$ cat src/rtl/datatape_pkg.sv
`default_nettype none
// ============================================================================
//  Module      : datatape_pkg
//  Description : Shared widths, symbol type and decoder state encoding for
//                the datatape video receive path.
//  Revision    : 1.0 - initial release
// ============================================================================
package datatape_pkg;

  localparam int SYMBOL_W = 4;
  localparam int FIFO_AW  = 9;

  typedef logic [SYMBOL_W-1:0] symbol_t;

  typedef enum logic [2:0] {
    IDLE     = 3'd0,
    VSKIP    = 3'd1,
    HSKIP    = 3'd2,
    ACTIVE   = 3'd3,
    LINE_END = 3'd4
  } dec_state_t;

endpackage
`default_nettype wire

$ cat src/rtl/video_symbol_quantizer.sv
`default_nettype none
// ============================================================================
//  Module      : video_symbol_quantizer
//  Description : Combinational round-and-clamp of an 8-bit luma sample to a
//                data symbol. Black level maps to 0, each LEVEL_SHIFT-sized
//                step above it to the next symbol, saturating at the top.
//  Revision    : 1.0 - initial release
// ============================================================================
module video_symbol_quantizer
  import datatape_pkg::*;
#(
  parameter int BLACK_LEVEL = 16,
  parameter int LEVEL_SHIFT = 4
) (
  input  logic [7:0] sample_data,
  output symbol_t    symbol
);

  // Half a step is added before truncation so each symbol is centred on its level.
  localparam logic signed [9:0] C_OFFSET  = 10'((2 ** (LEVEL_SHIFT - 1)) - BLACK_LEVEL);
  localparam logic [9:0]        C_SYM_MAX = 10'((1 << SYMBOL_W) - 1);

  logic signed [9:0] w_t;
  logic [9:0]        w_level;

  // Offset, scale down, then clamp below black and above the top symbol.
  always_comb begin
    w_t     = $signed({2'b00, sample_data}) + C_OFFSET;
    w_level = 10'(w_t >>> LEVEL_SHIFT);
    if (w_t[9]) begin
      symbol = '0;
    end else if (w_level > C_SYM_MAX) begin
      symbol = '1;
    end else begin
      symbol = w_level[SYMBOL_W-1:0];
    end
  end

endmodule
`default_nettype wire

$ cat src/rtl/video_symbol_decoder.sv
`default_nettype none
// ============================================================================
//  Module      : video_symbol_decoder
//  Description : Recovers 4-bit data symbols from the active picture area of
//                the digitised luma stream and writes them to the input FIFO.
//                Framing is derived from registered hs_n / vs_n edges.
//                Optional build macro VDEC_TEST_PATTERN_EN replaces the FIFO
//                data with a per-frame incrementing symbol counter.
//  Revision    : 1.0 - initial release
// ============================================================================
module video_symbol_decoder
  import datatape_pkg::*;
#(
  parameter int BLACK_LEVEL      = 16,
  parameter int LEVEL_SHIFT      = 4,
  parameter int H_SKIP           = 40,
  parameter int ACTIVE_SAMPLES   = 320,
  parameter int V_SKIP           = 20,
  parameter int ACTIVE_LINES     = 200,
  parameter int FIFO_FULL_THRESH = 508
) (
  input  logic                clk,
  input  logic                rst,
  input  logic [7:0]          sample_data,
  input  logic                sample_valid,
  input  logic                hs_n,
  input  logic                vs_n,
  output logic [SYMBOL_W-1:0] fifow_data,
  output logic                fifow_request,
  input  logic [FIFO_AW-1:0]  fifow_used_words,
  output logic                frame_start,
  output logic                locked,
  output logic                overflow,
  output logic [15:0]         drop_count
);

  localparam logic [15:0]        C_V_LAST = 16'(V_SKIP - 1);
  localparam logic [15:0]        C_H_LAST = 16'(H_SKIP - 1);
  localparam logic [15:0]        C_A_LAST = 16'(ACTIVE_SAMPLES - 1);
  localparam logic [15:0]        C_L_LAST = 16'(ACTIVE_LINES - 1);
  localparam logic [FIFO_AW-1:0] C_FULL   = FIFO_AW'(FIFO_FULL_THRESH);

  dec_state_t state_q, state_d;
  logic [15:0] cnt_q, cnt_d;
  logic [15:0] line_q, line_d;

  // Sync registers idle high so reset release never looks like an edge.
  logic hs_q, hs_d, hs_prev_q, hs_prev_d;
  logic vs_q, vs_d, vs_prev_q, vs_prev_d;

  logic          fifow_request_q, fifow_request_d;
  symbol_t       fifow_data_q, fifow_data_d;
  logic          frame_start_q, frame_start_d;
  logic          locked_q, locked_d;
  logic          overflow_q, overflow_d;
  logic [15:0]   drop_count_q, drop_count_d;
  logic          frame_clean_q, frame_clean_d;

  logic    w_hs_rise, w_vs_rise, w_vs_fall;
  logic    w_abort, w_take, w_full;
  logic    w_frame_begin, w_frame_end, w_short_line;
  symbol_t w_symbol_out;

  assign w_hs_rise = hs_q & ~hs_prev_q;
  assign w_vs_rise = vs_q & ~vs_prev_q;
  assign w_vs_fall = ~vs_q & vs_prev_q;

  // A vsync fall outranks any hsync edge in the same cycle.
  assign w_abort       = w_vs_fall && (state_q != IDLE);
  assign w_take        = (state_q == ACTIVE) && sample_valid && !w_hs_rise && !w_abort;
  assign w_full        = fifow_used_words >= C_FULL;
  assign w_frame_begin = (state_q == VSKIP) && w_hs_rise && (cnt_q == C_V_LAST) && !w_abort;
  assign w_frame_end   = (state_q == LINE_END) && w_hs_rise && (line_q == C_L_LAST) && !w_abort;
  assign w_short_line  = (state_q == ACTIVE) && w_hs_rise && !w_abort;

`ifdef VDEC_TEST_PATTERN_EN
  symbol_t pat_q, pat_d;

  // Pattern counter restarts each frame and advances per produced symbol, dropped or not.
  always_comb begin
    pat_d = pat_q;
    if (w_frame_begin) begin
      pat_d = '0;
    end else if (w_take) begin
      pat_d = pat_q + symbol_t'(1);
    end
  end

  // Pattern counter register.
  always_ff @(posedge clk or negedge rst) begin
    if (!rst) begin
      pat_q <= '0;
    end else begin
      pat_q <= pat_d;
    end
  end

  assign w_symbol_out = pat_q;
`else
  video_symbol_quantizer #(
    .BLACK_LEVEL (BLACK_LEVEL),
    .LEVEL_SHIFT (LEVEL_SHIFT)
  ) u_quantizer (
    .sample_data (sample_data),
    .symbol      (w_symbol_out)
  );
`endif

  // State register plus the line/position counters that travel with it.
  always_ff @(posedge clk or negedge rst) begin
    if (!rst) begin
      state_q <= IDLE;
      cnt_q   <= '0;
      line_q  <= '0;
    end else begin
      state_q <= state_d;
      cnt_q   <= cnt_d;
      line_q  <= line_d;
    end
  end

  // Next-state: framing sequence from vsync through skip, capture and line end.
  always_comb begin
    state_d = state_q;
    cnt_d   = cnt_q;
    line_d  = line_q;
    if (w_abort) begin
      state_d = IDLE;
      cnt_d   = '0;
      line_d  = '0;
    end else begin
      case (state_q)
        IDLE: begin
          if (w_vs_rise) begin
            state_d = VSKIP;
            cnt_d   = '0;
          end
        end
        VSKIP: begin
          if (w_hs_rise) begin
            if (cnt_q == C_V_LAST) begin
              state_d = HSKIP;
              cnt_d   = '0;
              line_d  = '0;
            end else begin
              cnt_d = cnt_q + 16'd1;
            end
          end
        end
        HSKIP: begin
          if (sample_valid) begin
            if (cnt_q == C_H_LAST) begin
              state_d = ACTIVE;
              cnt_d   = '0;
            end else begin
              cnt_d = cnt_q + 16'd1;
            end
          end
        end
        ACTIVE: begin
          // An early hsync closes the line short; the frame continues.
          if (w_hs_rise) begin
            cnt_d = '0;
            if (line_q == C_L_LAST) begin
              state_d = IDLE;
              line_d  = '0;
            end else begin
              state_d = HSKIP;
              line_d  = line_q + 16'd1;
            end
          end else if (sample_valid) begin
            if (cnt_q == C_A_LAST) begin
              state_d = LINE_END;
              cnt_d   = '0;
            end else begin
              cnt_d = cnt_q + 16'd1;
            end
          end
        end
        LINE_END: begin
          if (w_hs_rise) begin
            cnt_d = '0;
            if (line_q == C_L_LAST) begin
              state_d = IDLE;
              line_d  = '0;
            end else begin
              state_d = HSKIP;
              line_d  = line_q + 16'd1;
            end
          end
        end
        default: begin
          state_d = IDLE;
          cnt_d   = '0;
          line_d  = '0;
        end
      endcase
    end
  end

  // Outputs: FIFO write or drop accounting, frame pulse and lock tracking.
  always_comb begin
    hs_d            = hs_n;
    hs_prev_d       = hs_q;
    vs_d            = vs_n;
    vs_prev_d       = vs_q;
    fifow_request_d = w_take && !w_full;
    fifow_data_d    = (w_take && !w_full) ? w_symbol_out : fifow_data_q;
    frame_start_d   = w_frame_begin;
    overflow_d      = overflow_q | (w_take && w_full);
    drop_count_d    = drop_count_q;
    if (w_take && w_full && (drop_count_q != 16'hFFFF)) begin
      drop_count_d = drop_count_q + 16'd1;
    end
    frame_clean_d = frame_clean_q;
    if (w_frame_begin) begin
      frame_clean_d = 1'b1;
    end else if (w_short_line) begin
      frame_clean_d = 1'b0;
    end
    locked_d = locked_q;
    if (w_abort || w_short_line) begin
      locked_d = 1'b0;
    end else if (w_frame_end && frame_clean_q) begin
      locked_d = 1'b1;
    end
  end

  // Sync pipeline and registered outputs.
  always_ff @(posedge clk or negedge rst) begin
    if (!rst) begin
      hs_q            <= 1'b1;
      hs_prev_q       <= 1'b1;
      vs_q            <= 1'b1;
      vs_prev_q       <= 1'b1;
      fifow_request_q <= 1'b0;
      fifow_data_q    <= '0;
      frame_start_q   <= 1'b0;
      locked_q        <= 1'b0;
      overflow_q      <= 1'b0;
      drop_count_q    <= '0;
      frame_clean_q   <= 1'b0;
    end else begin
      hs_q            <= hs_d;
      hs_prev_q       <= hs_prev_d;
      vs_q            <= vs_d;
      vs_prev_q       <= vs_prev_d;
      fifow_request_q <= fifow_request_d;
      fifow_data_q    <= fifow_data_d;
      frame_start_q   <= frame_start_d;
      locked_q        <= locked_d;
      overflow_q      <= overflow_d;
      drop_count_q    <= drop_count_d;
      frame_clean_q   <= frame_clean_d;
    end
  end

  assign fifow_request = fifow_request_q;
  assign fifow_data    = fifow_data_q;
  assign frame_start   = frame_start_q;
  assign locked        = locked_q;
  assign overflow      = overflow_q;
  assign drop_count    = drop_count_q;

endmodule
`default_nettype wire

$ cat config.mk
export PLATFORM = sky130hd
export DESIGN_NAME = video_symbol_decoder
export DESIGN_NICKNAME = d
export VERILOG_FILES = /design/src/rtl/datatape_pkg.sv /design/src/rtl/video_symbol_quantizer.sv /design/src/rtl/video_symbol_decoder.sv
export SDC_FILE = /design/constraint.sdc
export NUM_CORES = 1
export LEC_CHECK = 0
export CAP_MARGIN = 30
export CORE_MARGIN = 2
export CORE_UTILIZATION = 57
export CTS_BUF_LIST = sky130_fd_sc_hd__clkbuf_8
export CTS_CLUSTER_DIAMETER = 30
export DETAILED_ROUTE_END_ITERATION = 8
export GPL_ROUTABILITY_DRIVEN = 0
export MAX_ROUTING_LAYER = met4
export PLACE_DENSITY = 0.88
export SLEW_MARGIN = 10
export SYNTH_ARGS = -nofsm -noshare
export SYNTH_HDL_FRONTEND = slang
export SYNTH_SLANG_ARGS = --single-unit
$ cat constraint.sdc
create_clock -name clk -period 3.65 [get_ports clk]
set_input_delay 0.9125 -clock clk [delete_from_list [all_inputs] [get_ports clk]]
set_output_delay 0.9125 -clock clk [all_outputs]
set_load 0.02 [all_outputs]
==> impl_metrics.xml <==
<?xml version="1.0" encoding="UTF-8"?>
<metrics>
  <group name="run_status">
    <metric name="outcome" unit="">finished, final reports clean</metric>
  </group>
  <group name="setup_path">
    <metric name="worst_r2r_endpoint" unit="">line_q[15]$_DFFE_PN0P_</metric>
    <metric name="worstPathCellList" unit="">ha_1, nor4b_4, nand4_2, nor4b_4, or4_4, or2_1, o31ai_1</metric>
    <metric name="rrSetupSlack" unit="ns">0.67</metric>
    <metric name="critical_path_buf_inv_count" unit="">0</metric>
    <metric name="cp_data_arrival_time" unit="ns">3.23</metric>
    <metric name="r2r_start" unit="">cnt_q[0]$_DFFE_PN0P_</metric>
    <metric name="crit_path_frequent_cell" unit="">sky130_fd_sc_hd__nor4b_4</metric>
    <metric name="critical_path.max_stage_delay" unit="ns">0.69</metric>
    <metric name="timing.critical_path.required" unit="ns">3.89</metric>
    <metric name="worstRegToRegCells" unit="">7</metric>
    <metric name="cp_num_cells" unit="">7</metric>
    <metric name="worst_setup_path_end_kind" unit="">flop</metric>
    <metric name="cp_max_fo" unit="">19</metric>
    <metric name="start_kind" unit="">flop</metric>
    <metric name="slowest_stage" unit="">sky130_fd_sc_hd__or4_4</metric>
    <metric name="timing_worst_setup_path_type" unit="">flop to flop</metric>
    <metric name="worst_path_dominant_cell_family" unit="">simple AND/OR/NAND/NOR gates</metric>
  </group>
  <group name="floorplan">
    <metric name="pin_count" unit="">46</metric>
    <metric name="chipWidth" unit="microns">82.51</metric>
    <metric name="placementRows" unit="">28</metric>
    <metric name="initial_utilization" unit="%">58.99</metric>
    <metric name="die_y" unit="microns">82.51</metric>
    <metric name="die_area" unit="sq um">6808</metric>
    <metric name="core" unit="sq um">5956</metric>
  </group>
  <group name="sta">
    <metric name="final_hold_viol_count" unit="">0</metric>
    <metric name="finalWorstPathRequiredPeriod" unit="ns">2.981</metric>
    <metric name="setup_violations_final" unit="">0</metric>
    <metric name="worst_clock_skew" unit="ns">0.008253</metric>
    <metric name="sum_neg_setup_slack" unit="ns">0</metric>
    <metric name="timing_worst_slew_pin_value" unit="ns">0.7942</metric>
    <metric name="slew_headroom" unit="%">46.94</metric>
    <metric name="fmax" unit="MHz">335.5</metric>
    <metric name="setup_repair_after_global_routing_missed_its_margin" unit="">false</metric>
    <metric name="timing_max_transition_violations_final" unit="">0</metric>
    <metric name="fin_crit_sh" unit="%">81.67</metric>
  </group>
  <group name="cts">
    <metric name="clkLatencyLatePin" unit="ns">0.34</metric>
    <metric name="ctsHoldBuffers" unit="">0</metric>
    <metric name="tritoncts" unit="">yes</metric>
    <metric name="post_cts_resize_count" unit="">0</metric>
    <metric name="numClockSinks" unit="">64</metric>
    <metric name="cts_post_setup_buffers_inserted" unit="">0</metric>
    <metric name="cts-root-to-sink-buffers" unit="">2</metric>
    <metric name="cts_htree_levels" unit="">3</metric>
    <metric name="cts_inserted_buffers" unit="">9</metric>
    <metric name="clock-root-buffer" unit="">sky130_fd_sc_hd__clkbuf_8</metric>
    <metric name="clkTransAtPathRegs" unit="ns">0.08</metric>
  </group>
  <group name="cells_and_area">
    <metric name="diodes" unit="">0</metric>
    <metric name="synthToLayoutAreaGrowth" unit="%">18.91</metric>
    <metric name="finalNetCount" unit="">436</metric>
    <metric name="num-fill-cells" unit="">458</metric>
    <metric name="multi_input_logic_area" unit="sq um">1779</metric>
    <metric name="share_of_post_route_cells_with_drive_strength_above_1" unit="%">9.880</metric>
    <metric name="final_core_utilization" unit="%">70.15</metric>
    <metric name="layout.area.seq" unit="sq um">1607</metric>
  </group>
  <group name="detailed_routing">
    <metric name="drt_pre_antenna_iters" unit="">4</metric>
    <metric name="viasPerCell" unit="">6.145</metric>
    <metric name="routed_wl" unit="mm">7.742</metric>
    <metric name="post-route-drc-count" unit="">0</metric>
    <metric name="dr.first_iter.drc_count" unit="">136</metric>
    <metric name="via_count" unit="">3011</metric>
    <metric name="routed_antenna_nets" unit="">0</metric>
    <metric name="post_drt_wl_per_cell" unit="microns">15.80</metric>
  </group>
  <group name="run">
    <metric name="max_cap_viol_count" unit="">0</metric>
  </group>
  <group name="yosys">
    <metric name="synthesis.nets" unit="">397</metric>
    <metric name="syn_area" unit="sq um">3513</metric>
    <metric name="synth.yosys.warnings" unit="">0</metric>
    <metric name="asyncSetResetFlopFracSynth" unit="%">100.0</metric>
    <metric name="post_synth.cell_area_avg" unit="sq um">9.470</metric>
    <metric name="synth-edff-count" unit="">0</metric>
    <metric name="ys_seq_elements" unit="">64</metric>
    <metric name="synth-main-ff-cell" unit="">sky130_fd_sc_hd__dfrtp_1</metric>
    <metric name="synth_cells" unit="">371</metric>
    <metric name="yosysSeqAreaShare" unit="%">45.73</metric>
    <metric name="netlist-cell-type-count" unit="">61</metric>
  </group>
  <group name="power">
    <metric name="pwr-share-clk" unit="%">33.7</metric>
    <metric name="power.ir.vdd_worst" unit="V">0.0003602</metric>
    <metric name="share_seq_of_total_power" unit="%">38.4</metric>
    <metric name="p_comb_share" unit="%">27.9</metric>
    <metric name="power_density" unit="nW/um^2">532.0</metric>
    <metric name="power_switching" unit="W">0.0007537</metric>
    <metric name="p_total" unit="W">0.002222</metric>
    <metric name="power.static_leakage" unit="nW">1.703</metric>
    <metric name="switching_share" unit="%">33.91</metric>
    <metric name="cell_internal_pwr" unit="W">0.001469</metric>
  </group>
  <group name="global_routing">
    <metric name="number_of_antenna_violations_at_the_first_check_in_global_routing" unit="">0</metric>
    <metric name="grt_overflow" unit="">0</metric>
    <metric name="first_pass_grt_wire_length" unit="mm">13.19</metric>
    <metric name="first_global_vias" unit="">2870</metric>
    <metric name="grtUsageTotal" unit="%">26.07</metric>
    <metric name="grt_start_max_net_pins" unit="">65</metric>
  </group>
  <group name="min_path">
    <metric name="min-delay-path-class" unit="">flop to flop</metric>
    <metric name="worst_hold_path.num_cells" unit="">0</metric>
    <metric name="hold_start" unit="">hs_prev_d$_DFF_PN1_</metric>
    <metric name="worst_hold_path.endpoint" unit="">hs_prev_q$_DFF_PN1_</metric>
  </group>
  <group name="placement">
    <metric name="io_buffer_count" unit="">40</metric>
    <metric name="estimated_wirelength_of_the_detail_placed_design" unit="mm">5.302</metric>
  </group>
</metrics>
[cell usage after synthesis (3+ instances only)]
library cell,n,area (sq um)
sky130_fd_sc_hd__o21ai_1,17,85.08
sky130_fd_sc_hd__buf_6,4,45.04
sky130_fd_sc_hd__o21ai_0,15,75.07
sky130_fd_sc_hd__nand3_1,25,125.1
sky130_fd_sc_hd__and4_1,5,43.79
sky130_fd_sc_hd__nor2b_1,10,62.56
sky130_fd_sc_hd__clkbuf_1,8,30.03
sky130_fd_sc_hd__nor3_1,12,60.06
sky130_fd_sc_hd__nor2_1,35,131.4
sky130_fd_sc_hd__xnor2_1,11,96.34
sky130_fd_sc_hd__a22o_1,4,35.03
sky130_fd_sc_hd__o211ai_1,3,22.52
sky130_fd_sc_hd__dfrtp_1,60,1501
sky130_fd_sc_hd__inv_1,10,37.54
sky130_fd_sc_hd__nand4_1,15,93.84
sky130_fd_sc_hd__dfstp_2,4,105.1
sky130_fd_sc_hd__xor2_1,4,35.03
sky130_fd_sc_hd__buf_2,3,15.01
sky130_fd_sc_hd__a21oi_1,15,75.07
sky130_fd_sc_hd__o31ai_1,6,45.04
sky130_fd_sc_hd__and3_1,9,56.30
sky130_fd_sc_hd__nand2_1,31,116.4
sky130_fd_sc_hd__ha_1,4,50.05
sky130_fd_sc_hd__nand2b_1,6,37.54
sky130_fd_sc_hd__o31ai_2,7,87.58
[state kept, by name (all words and copies together), names as in the netlist]
name / flops
fifow_data: 4
line_q: 16
drop_count: 16
frame_clean_q: 1
vs_prev_q: 1
cnt_q: 16
frame_start: 1
hs_prev_d: 1
overflow: 1
locked: 1
hs_prev_q: 1
state_q: 3
vs_prev_d: 1
fifow_request: 1
[layer usage]
metal / vias to the layer above / track usage, % / wire length (microns)
li1: 1444 / - / -
met1: 1446 / 32.37 / 3381
met2: 105 / 42.82 / 3825
met3: 16 / 4.130 / 388
met4: 0 / 10.49 / 147
met5: - / - / 0
[cells in the final DEF (no fill, tap or decap), types with 7 or more instances in the layout]
cell and n:
sky130_fd_sc_hd__nor2_1 35, sky130_fd_sc_hd__nand2_1 31, sky130_fd_sc_hd__inv_1 10, sky130_fd_sc_hd__xnor2_1 11, sky130_fd_sc_hd__nand4_1 15, sky130_fd_sc_hd__clkbuf_8 9
sky130_fd_sc_hd__clkdlybuf4s50_1 39, sky130_fd_sc_hd__nand3_1 25, sky130_fd_sc_hd__nor2b_1 10, sky130_fd_sc_hd__o21ai_1 17, sky130_fd_sc_hd__and3_1 9, sky130_fd_sc_hd__nor3_1 12
sky130_fd_sc_hd__dfrtp_1 60, sky130_fd_sc_hd__a21oi_1 15, sky130_fd_sc_hd__o31ai_2 7, sky130_fd_sc_hd__o21ai_0 15
[worst max-delay path by stage]
stage,from,end,slack (ns)
3_3_place_gp,sample_valid,drop_count[14]$_DFFE_PN0P_,0.49
3_5_place_dp,sample_valid,drop_count[14]$_DFFE_PN0P_,0.46
2_1_floorplan,cnt_q[0]$_DFFE_PN0P_,line_q[11]$_DFFE_PN0P_,1.10
6_report,cnt_q[0]$_DFFE_PN0P_,line_q[15]$_DFFE_PN0P_,0.67
4_1_cts,cnt_q[0]$_DFFE_PN0P_,line_q[5]$_DFFE_PN0P_,0.66
5_1_grt,cnt_q[0]$_DFFE_PN0P_,line_q[3]$_DFFE_PN0P_,0.48
[power groups by stage]
stage,logic [W],registers [W],clock network [W]
2_1_floorplan,0.000436,0.000859,0
3_3_place_gp,0.000593,0.000858,0
3_5_place_dp,0.000614,0.000865,0
4_1_cts,0.000620,0.000851,0.000760
5_1_grt,0.000692,0.000863,0.000791
6_report,0.000621,0.000852,0.000749
[final cells by class]
| class | count | area share (%) |
|---|---|---|
| multi-input cells | 282 | 42.59 |
| repair buffers | 43 | 10.00 |
| clock inverters | 7 | 2.845 |
| clock buffers | 9 | 2.965 |
| flip-flops and latches | 64 | 38.45 |
| inverters | 10 | 0.8985 |
| well taps | 75 | 2.246 |
[worst reg2reg max path: cells and delay by family, from the launching register on]
family                   cells  cell delay [ns]
adder cells (fa/ha/maj)      1             0.27
AND/OR/NAND/NOR              5             1.87
AO/OA/AOI/OAI                1             0.31
flip-flops                   1             0.42
[kinds of logic (layout without fill, tap and decap cells)]
logic type	after synthesis	in the layout	synth area share [%]
and+or+nand+nor	174	174	27.67
DFF	64	64	45.73
xor gates and xnor gates	15	15	3.739
adders and majority gates	4	4	1.425
AOI/OAI and AO/OA	84	84	16.24
muxes	5	5	1.567
buffers and inverters	25	69	3.632
[metrics by stage]
step | hold WS [ns] | setup WS, ns | area [sq um] | instances
2_1_floorplan | 0.3585 | 1.096 | 3513 | 371
3_3_place_gp | 0.3666 | 0.4921 | 3935 | 474
3_5_place_dp | 0.3668 | 0.4633 | 3935 | 474
4_1_cts | 0.3771 | 0.6641 | 4178 | 490
5_1_grt | 0.3833 | 0.4841 | 4178 | 490
6_report | 0.3812 | 0.6691 | 4178 | 490
Note: power is estimated with default switching activity, not from simulation.
